$ cat src/rtl/bip_control_if.sv
// ----------------------------------------------------------------------------
// bip_control_if
// Bundles the fetch/decode stage's bus signals: program memory address and
// instruction, the start/halted handshake and the datapath decode strobes.
//   master : the controller (drives addr, operand, strobes, halted)
//   slave  : memory/datapath side (drives start, instruction)
// ----------------------------------------------------------------------------
interface bip_control_if #(
    parameter int ADDR_LENGTH  = 11,
    parameter int INSTR_LENGTH = 16
);
    logic                    start;
    logic [INSTR_LENGTH-1:0] instruction;
    logic [ADDR_LENGTH-1:0]  addr;
    logic [ADDR_LENGTH-1:0]  operand;
    logic [1:0]              sel_a;
    logic                    sel_b;
    logic                    wr_acc;
    logic                    alu_op;
    logic                    wr_ram;
    logic                    rd_ram;
    logic                    halted;

    modport master (
        input  start, instruction,
        output addr, operand, sel_a, sel_b, wr_acc, alu_op, wr_ram, rd_ram, halted
    );

    modport slave (
        output start, instruction,
        input  addr, operand, sel_a, sel_b, wr_acc, alu_op, wr_ram, rd_ram, halted
    );
endinterface

$ cat src/rtl/bip_control.sv
// ----------------------------------------------------------------------------
// bip_control
// Fetch/decode control stage in front of a program memory with 1-cycle
// synchronous read latency. Runs a 2-cycle FETCH/EXEC loop, holds the PC
// (driven straight out as addr) and decodes the returned instruction into
// single-cycle datapath strobes.
//
// Ports:
//   clk          rising-edge clock
//   reset        synchronous, active-high reset
//   bus.start    level; leaves IDLE when high
//   bus.instruction  program word, valid in EXEC
//   bus.addr     program counter
//   bus.operand  instruction low field (EXEC only, else 0)
//   bus.sel_a/sel_b/wr_acc/alu_op/wr_ram/rd_ram  decode strobes (EXEC only)
//   bus.halted   registered, high while in HALTED
//   cycle_count  (CYCLE_COUNTER_EN only) saturating count of FETCH/EXEC cycles
//
// Optional feature macro: CYCLE_COUNTER_EN
//
// state    | meaning
// ---------+--------------------------------------------------------------
// S_IDLE   | waiting for start
// S_FETCH  | addr=pc presented, memory reads it at the next edge
// S_EXEC   | instruction valid, strobes asserted, pc advances (unless HLT)
// S_HALTED | HLT executed; only reset leaves
// ----------------------------------------------------------------------------
module bip_control #(
    parameter int ADDR_LENGTH   = 11,
    parameter int OPCODE_LENGTH = 5,
    parameter int INSTR_LENGTH  = 16
) (
    input  logic          clk,
    input  logic          reset,
    bip_control_if.master bus
`ifdef CYCLE_COUNTER_EN
    ,
    output logic [31:0]   cycle_count
`endif
);

    typedef enum logic [1:0] {
        S_IDLE   = 2'd0,
        S_FETCH  = 2'd1,
        S_EXEC   = 2'd2,
        S_HALTED = 2'd3
    } state_t;

    localparam logic [OPCODE_LENGTH-1:0] OP_HLT  = OPCODE_LENGTH'(0);
    localparam logic [OPCODE_LENGTH-1:0] OP_STO  = OPCODE_LENGTH'(1);
    localparam logic [OPCODE_LENGTH-1:0] OP_LD   = OPCODE_LENGTH'(2);
    localparam logic [OPCODE_LENGTH-1:0] OP_LDI  = OPCODE_LENGTH'(3);
    localparam logic [OPCODE_LENGTH-1:0] OP_ADD  = OPCODE_LENGTH'(4);
    localparam logic [OPCODE_LENGTH-1:0] OP_ADDI = OPCODE_LENGTH'(5);
    localparam logic [OPCODE_LENGTH-1:0] OP_SUB  = OPCODE_LENGTH'(6);
    localparam logic [OPCODE_LENGTH-1:0] OP_SUBI = OPCODE_LENGTH'(7);

    state_t                   state_q, state_d;
    logic [ADDR_LENGTH-1:0]   pc_q, pc_d;
    logic                     halted_q;
    logic [OPCODE_LENGTH-1:0] opcode;

    assign opcode     = bus.instruction[INSTR_LENGTH-1 -: OPCODE_LENGTH];
    assign bus.addr   = pc_q;
    assign bus.halted = halted_q;

    always_ff @(posedge clk) begin
        if (reset) begin
            state_q  <= S_IDLE;
            pc_q     <= '0;
            halted_q <= 1'b0;
        end else begin
            state_q  <= state_d;
            pc_q     <= pc_d;
            halted_q <= (state_d == S_HALTED);
        end
    end

    always_comb begin
        state_d     = state_q;
        pc_d        = pc_q;
        bus.operand = '0;
        bus.sel_a   = 2'd0;
        bus.sel_b   = 1'b0;
        bus.wr_acc  = 1'b0;
        bus.alu_op  = 1'b0;
        bus.wr_ram  = 1'b0;
        bus.rd_ram  = 1'b0;

        unique case (state_q)
            S_IDLE: begin
                if (bus.start) state_d = S_FETCH;
            end
            S_FETCH: begin
                state_d = S_EXEC;
            end
            S_EXEC: begin
                bus.operand = bus.instruction[ADDR_LENGTH-1:0];
                case (opcode)
                    OP_STO: bus.wr_ram = 1'b1;
                    OP_LD: begin
                        bus.rd_ram = 1'b1;
                        bus.wr_acc = 1'b1;
                    end
                    OP_LDI: begin
                        bus.sel_a  = 2'd1;
                        bus.wr_acc = 1'b1;
                    end
                    OP_ADD, OP_SUB: begin
                        bus.rd_ram = 1'b1;
                        bus.alu_op = (opcode == OP_SUB);
                        bus.sel_a  = 2'd2;
                        bus.wr_acc = 1'b1;
                    end
                    OP_ADDI, OP_SUBI: begin
                        bus.sel_b  = 1'b1;
                        bus.alu_op = (opcode == OP_SUBI);
                        bus.sel_a  = 2'd2;
                        bus.wr_acc = 1'b1;
                    end
                    default: ;
                endcase
                // HLT freezes pc so addr keeps pointing at the HLT word.
                if (opcode == OP_HLT) begin
                    state_d = S_HALTED;
                end else begin
                    state_d = S_FETCH;
                    pc_d    = pc_q + ADDR_LENGTH'(1);
                end
            end
            S_HALTED: begin
                state_d = S_HALTED;
            end
            default: state_d = S_IDLE;
        endcase
    end

`ifdef CYCLE_COUNTER_EN
    logic [31:0] cycle_cnt_q;

    always_ff @(posedge clk) begin
        if (reset) begin
            cycle_cnt_q <= '0;
        end else if ((state_q == S_FETCH || state_q == S_EXEC) && cycle_cnt_q != '1) begin
            cycle_cnt_q <= cycle_cnt_q + 32'd1;
        end
    end

    assign cycle_count = cycle_cnt_q;
`endif

endmodule

$ cat src/flat_wrapper.sv
// flat-port wrapper written by rule: the top's interface ports become plain ports
module bip_control_flat 
#(
    parameter int ADDR_LENGTH   = 11,
    parameter int OPCODE_LENGTH = 5,
    parameter int INSTR_LENGTH  = 16
)
  (clk, reset, bus_start, bus_instruction, bus_addr, bus_operand, bus_sel_a, bus_sel_b, bus_wr_acc, bus_alu_op, bus_wr_ram, bus_rd_ram, bus_halted);
  bip_control_if #(.ADDR_LENGTH(ADDR_LENGTH), .INSTR_LENGTH(INSTR_LENGTH)) bus_i ();
  input  logic clk;
  input  logic reset;
  input wire logic [$bits(bus_i.start)-1:0] bus_start;
  input wire logic [$bits(bus_i.instruction)-1:0] bus_instruction;
  output wire logic [$bits(bus_i.addr)-1:0] bus_addr;
  output wire logic [$bits(bus_i.operand)-1:0] bus_operand;
  output wire logic [$bits(bus_i.sel_a)-1:0] bus_sel_a;
  output wire logic [$bits(bus_i.sel_b)-1:0] bus_sel_b;
  output wire logic [$bits(bus_i.wr_acc)-1:0] bus_wr_acc;
  output wire logic [$bits(bus_i.alu_op)-1:0] bus_alu_op;
  output wire logic [$bits(bus_i.wr_ram)-1:0] bus_wr_ram;
  output wire logic [$bits(bus_i.rd_ram)-1:0] bus_rd_ram;
  output wire logic [$bits(bus_i.halted)-1:0] bus_halted;
  assign bus_i.start = bus_start;
  assign bus_i.instruction = bus_instruction;
  assign bus_addr = bus_i.addr;
  assign bus_operand = bus_i.operand;
  assign bus_sel_a = bus_i.sel_a;
  assign bus_sel_b = bus_i.sel_b;
  assign bus_wr_acc = bus_i.wr_acc;
  assign bus_alu_op = bus_i.alu_op;
  assign bus_wr_ram = bus_i.wr_ram;
  assign bus_rd_ram = bus_i.rd_ram;
  assign bus_halted = bus_i.halted;
  bip_control #(.ADDR_LENGTH(ADDR_LENGTH), .OPCODE_LENGTH(OPCODE_LENGTH), .INSTR_LENGTH(INSTR_LENGTH)) u_core (.clk(clk), .reset(reset), .bus(bus_i));
endmodule
$ cat config.mk
export PLATFORM = sky130hd
export DESIGN_NAME = bip_control_flat
export DESIGN_NICKNAME = d
export VERILOG_FILES = /design/src/rtl/bip_control_if.sv /design/src/rtl/bip_control.sv /design/src/flat_wrapper.sv
export SDC_FILE = /design/constraint.sdc
export NUM_CORES = 1
export LEC_CHECK = 0
export BUFFER_PORTS_ARGS = -buffer_cell sky130_fd_sc_hd__buf_2
export CORE_MARGIN = 2
export CORE_UTILIZATION = 35
export CTS_BUF_LIST = sky130_fd_sc_hd__clkbuf_8 sky130_fd_sc_hd__clkbuf_16
export CTS_CLUSTER_DIAMETER = 150
export DETAILED_ROUTE_END_ITERATION = 10
export PLACE_DENSITY = 0.76
export SLEW_MARGIN = 20
export SYNTH_ARGS = -nofsm -noshare
export SYNTH_HDL_FRONTEND = slang
export SYNTH_SLANG_ARGS = --single-unit
$ cat constraint.sdc
create_clock -name clk -period 2.17 [get_ports clk]
set_input_delay 0.434 -clock clk [delete_from_list [all_inputs] [get_ports clk]]
set_output_delay 0.434 -clock clk [all_outputs]
set_load 0.005 [all_outputs]
## Word-level counts from Yosys, hierarchy flattened

Cells that the tools add are included.

| cells by class | value |
|---|---|
| bitwise gates (word level) | 1 |
| reduce and logical (&&, ||, !) cells | 8 |
| multiplexer cells | 16 |
| add/sub/neg operators | 1 |
| equality and inequality tests | 11 |

Operators by type and width:

| operator | number |
|---|---|
| $eq A5 B3 Y1 const B | 4 |
| $add A11 B1 Y11 const B | 1 |
| $mux W11 | 1 |
| $eq A5 B2 Y1 const B | 2 |
| $mux W1 | 9 |
| $pmux W2 S4 | 1 |
| $eq A2 B2 Y1 const B | 3 |
| $mux W2 | 3 |
| $reduce_or A6 Y1 | 1 |
| $eq A5 B1 Y1 const B | 1 |
| $logic_not A5 Y1 | 1 |
| $pmux W2 S2 | 1 |
| $reduce_or A2 Y1 | 2 |
| $reduce_or A4 Y1 | 1 |
| $reduce_or A3 Y1 | 1 |
| $eq A2 B1 Y1 const B | 1 |
| $logic_not A2 Y1 | 1 |
| $pmux W1 S2 | 1 |
| $reduce_and A2 Y1 | 1 |
| $not A1 Y1 | 1 |

| word-level totals | value |
|---|---|
| output and inout bits | 30 |
| bits of input ports | 19 |
| word-level logic and storage cells | 40 |
| bits in registers | 14 |

## Longest topological paths before layout

| logic depth | value |
|---|---|
| depth after elaboration | 4 |
| gate-level depth with buffers | 5 |
| depth with buffers taken out | 4 |

## Least setup slack after synthesis

No wires, ideal clock.

| timing | value |
|---|---|
| path type | register -> output |
| start point | register u_core.state_q[0] |
| end point | output bus_rd_ram |
| data arrival time | 1.331 ns |
| buffers on the path | 1 |
| setup slack | 0.405 ns |
| stages on the path, launching flop included | 6 |
| required time | 1.736 ns |
| path through | dfxtp_1 and2b_1 buf_6 nor3b_1 o21a_1 nor2b_1 |

| on the way | value |
|---|---|
| cells in the longest elaborated chain, start to end | 2 |

Ends and longest elaborated chain:

| item | RTL line | text |
|---|---|---|
| start: declaration | bip_control.sv:58 | `state_t state_q, state_d;` |
| start signal: assignment | bip_control.sv:73 | `state_q <= state_d;` |
| $eq A2 B2 Y1 | bip_control.sv:90 | `unique case (state_q)` |
| $mux W1 | bip_control.sv:90 |  |
| end: declaration | flat_wrapper.sv:21 | `output wire logic [$bits(bus_i.rd_ram)-1:0] bus_rd_ram;` |

No other way between the ends.

## Worst setup path in the final report

Ends and elaborated chain as after synthesis.

==> results.py <==
metrics = {
    "run_status": {
        "status": "completed",
    },
    "cts": {
        "ctsHtreeMaxLevel": 1,
        "clkSlewWorstSetupHoldPaths_ns": 0.06,
        "hold_buffers": 0,
        "clock-sinks": 14,
        "cts_buffer_depth": 2,
        "root_buffer": "clkbuf_8",
        "cts_tree": "done",
        "clkLatencyLatePin_ns": 0.25,
        "numCtsBuffers": 3,
        "ctsResizeCount": 1,
        "cts_setup_buffers": 0,
    },
    "worst_setup_path": {
        "crit_path_start_kind": "flop",
        "critPathRequiredTime_ns": 1.74,
        "cpPeakStageDelay_ns": 0.33,
        "cp-end-kind": "output pin",
        "critPathMaxFanout": 6,
        "worstSetupPathType": "flop to output pin",
        "cp.arrival_ns": 1.59,
        "crit_family": "simple AND/OR/NAND/NOR gates",
        "slowest_stage": "dfxtp_1",
        "reg2reg_slack_ns": 0.51,
        "cp_cell_sequence": "and2b_1, nor3b_2, o21a_1, nor2b_1, buf_2",
        "path_buf_inv": 1,
    },
    "worst_hold_path": {
        "min_path_type": "primary input to flop",
    },
    "grt": {
        "globalRouteOverflowTotal": 0,
        "grt_pass1_vias": 726,
        "grt_start_max_net_pins": 15,
        "track_usage": 0.160,
        "antenna_found_initial": 0,
        "grt_first_pass_wirelength_um": 3190,
    },
    "timing": {
        "final_hold_viol_count": 0,
        "slew_headroom": 0.811,
        "tightestPinTransition_ns": 0.282,
        "finalWorstPathRequiredPeriod_ns": 2.02,
        "rsz0062_at_grt": "no",
        "skew_ns": 0.00166,
        "fmax_ghz": 0.495,
        "report.final.slew_viol_count": 0,
        "finalSetupTns_ns": 0,
        "finalCritPeriodShare": 0.931,
        "setup_viol": 0,
    },
    "routing": {
        "wirelength_met1_um": 893,
        "wire_per_inst_um": 12.9,
        "route.detailed.drc": 0,
        "first_pass_iters": 4,
        "viasPerCell": 4.97,
        "vias": 825,
        "drtAntennaViolNets": 0,
        "wl_um": 2140,
        "dr_wl_met3_um": 88,
        "drtIter0Drc": 7,
        "met2_wirelength_um": 1110,
        "routed.top_layer": "met4",
    },
    "die": {
        "rows": 17,
        "die_w_um": 52.3,
        "ioPinCount": 49,
        "coreArea_sq_mm": 0.00221,
        "start_util": 0.369,
        "die_area_sq_mm": 0.00273,
        "die_y_um": 52.3,
    },
    "placed_design": {
        "dp_hpwl_um": 1670,
        "port_buffers": 48,
        "dpl-instance-area_sq_mm": 0.00106,
        "gp_congestion": 0.733,
        "placed_cells": 162,
    },
    "cells_and_area": {
        "nFillCells": 238,
        "nets": 159,
        "final_cell_count_no_fill": 166,
        "stdcell_area_sq_mm": 0.00112,
        "drive_gt1_frac": 0.442,
        "diodes": 0,
        "multiInputGateArea_sq_um": 502,
        "area_growth_pct": 37.7,
        "regArea_sq_um": 280,
    },
    "run": {
        "drv_cap": 0,
    },
    "synth": {
        "syn_inst": 90,
        "synth-seq-cells": 14,
        "syn-cell-area_sq_um": 816,
        "ys.warnings.count": 0,
        "yosysSeqAreaShare": 0.344,
        "postSynthAreaPerCell_sq_um": 9.06,
        "synth_nets": 110,
        "ys_types": 30,
    },
    "power_and_ir_drop": {
        "vdd_drop_max_mv": 0.395,
        "power_density_mw_per_mm2": 521,
        "static-leakage-power_nw": 0.553,
    },
}
-- registers in the layout, indices dropped and copies added (netlist names) --
name and flops:
u_core.bus.addr 11, u_core.bus.halted 1, u_core.state_q 2
-- synthesized netlist by cell type --
cell | n | area share
a21oi_1 | 7 | 0.043
and2_1 | 13 | 0.10
and2b_1 | 1 | 0.0092
and3_1 | 3 | 0.023
and4_4 | 1 | 0.014
and4b_1 | 1 | 0.012
and4bb_2 | 1 | 0.015
buf_2 | 1 | 0.0061
buf_6 | 2 | 0.028
clkbuf_1 | 2 | 0.0092
dfxtp_1 | 14 | 0.34
ha_1 | 1 | 0.015
inv_1 | 1 | 0.0046
mux2i_1 | 1 | 0.012
nand2_1 | 4 | 0.018
nand3_4 | 1 | 0.021
nor2_1 | 10 | 0.046
nor2b_1 | 1 | 0.0077
nor3b_1 | 2 | 0.018
o2111ai_1 | 3 | 0.032
o211ai_2 | 1 | 0.015
o211ai_4 | 1 | 0.026
o21a_1 | 1 | 0.0092
o21ai_1 | 2 | 0.012
o21ai_4 | 1 | 0.020
o31ai_1 | 3 | 0.028
or3_1 | 2 | 0.015
or4_1 | 3 | 0.028
or4_4 | 1 | 0.014
xor2_1 | 5 | 0.054
-- routing by layer --
layer / global-route usage / up-vias
met5: 0 / -
met4: 0.0812 / 0
met3: 0.0486 / 5
met2: 0.260 / 20
met1: 0.186 / 382
li1: - / 418
-- worst register-to-register path, stage by stage, from the launching register on --
cell      delay, ns
dfxtp_1        0.33
and2b_1        0.27
buf_4          0.23
o211ai_2       0.15
or4_1          0.48
a21oi_1        0.14
-- power breakdown --
group          internal [mW]  switching, mW
registers              0.261        0.00388
logic                 0.0283         0.0314
clock network          0.161         0.0993
total                  0.450          0.135
-- final cells by class --
| cell class | instances | area share |
|---|---|---|
| clock buffer | 4 | 0.0490 |
| inverter | 1 | 0.00334 |
| multi-input combinational | 70 | 0.447 |
| sequential | 14 | 0.249 |
| tap | 28 | 0.0312 |
| timing repair buffer | 49 | 0.220 |
-- cells in the final DEF, fill, tap and decap left out --
cell / instances
a21oi_1: 7
and3_1: 3
and2b_1: 1
or4_4: 1
dfxtp_1: 14
xor2_1: 5
nor2_1: 10
ha_1: 1
buf_2: 48
nor3b_2: 1
or4_1: 3
and4_4: 1
o21a_1: 1
o21ai_4: 1
nand3_4: 1
buf_4: 1
o21ai_1: 2
mux2i_1: 1
o211ai_4: 1
and4b_1: 1
o31ai_1: 3
or3_1: 2
clkbuf_8: 4
o211ai_2: 1
nor2b_1: 1
o2111ai_1: 3
inv_1: 1
nand2_1: 4
and4bb_2: 1
and2_1: 13
nor3b_1: 1
-- worst paths after layout --
check                                   start                               end  cells after the start
min reg2reg  u_core.bus.addr[10]$_SDFFE_PP0P_  u_core.bus.addr[10]$_SDFFE_PP0P_                      2
min                                 bus_start      u_core.state_q[0]$_SDFF_PP0_                      3
max              u_core.state_q[0]$_SDFF_PP0_                        bus_rd_ram                      5
max reg2reg      u_core.state_q[0]$_SDFF_PP0_  u_core.bus.addr[10]$_SDFFE_PP0P_                      5
-- cell families (layout without fill, tap and decap cells) --
kind of cell	after synthesis	count (layout)	synth area share
flip-flops	14	14	0.344
buffers and inverters	6	54	0.0475
multiplexers	1	1	0.0123
AO/OA/AOI/OAI	19	19	0.186
XOR/XNOR	5	5	0.0537
AND/OR/NAND/NOR	44	44	0.342
adder cells (fa/ha/maj)	1	1	0.0153
-- stage by stage --
| stage | power (mW) | worst slack, ns | hold slack [ns] | util |
|---|---|---|---|---|
| after floorplan | 0.300 | 0.405 | 0.462 | - |
| after global placement | 0.327 | 0.372 | 0.459 | 0.481 |
| after detailed placement | 0.329 | 0.281 | 0.475 | 0.481 |
| after CTS | 0.588 | 0.147 | 0.418 | 0.508 |
| after global routing | 0.609 | 0.0243 | 0.450 | 0.508 |
| final | 0.585 | 0.151 | 0.418 | 0.508 |
No activity file was read; power rests on OpenSTA's default activity.
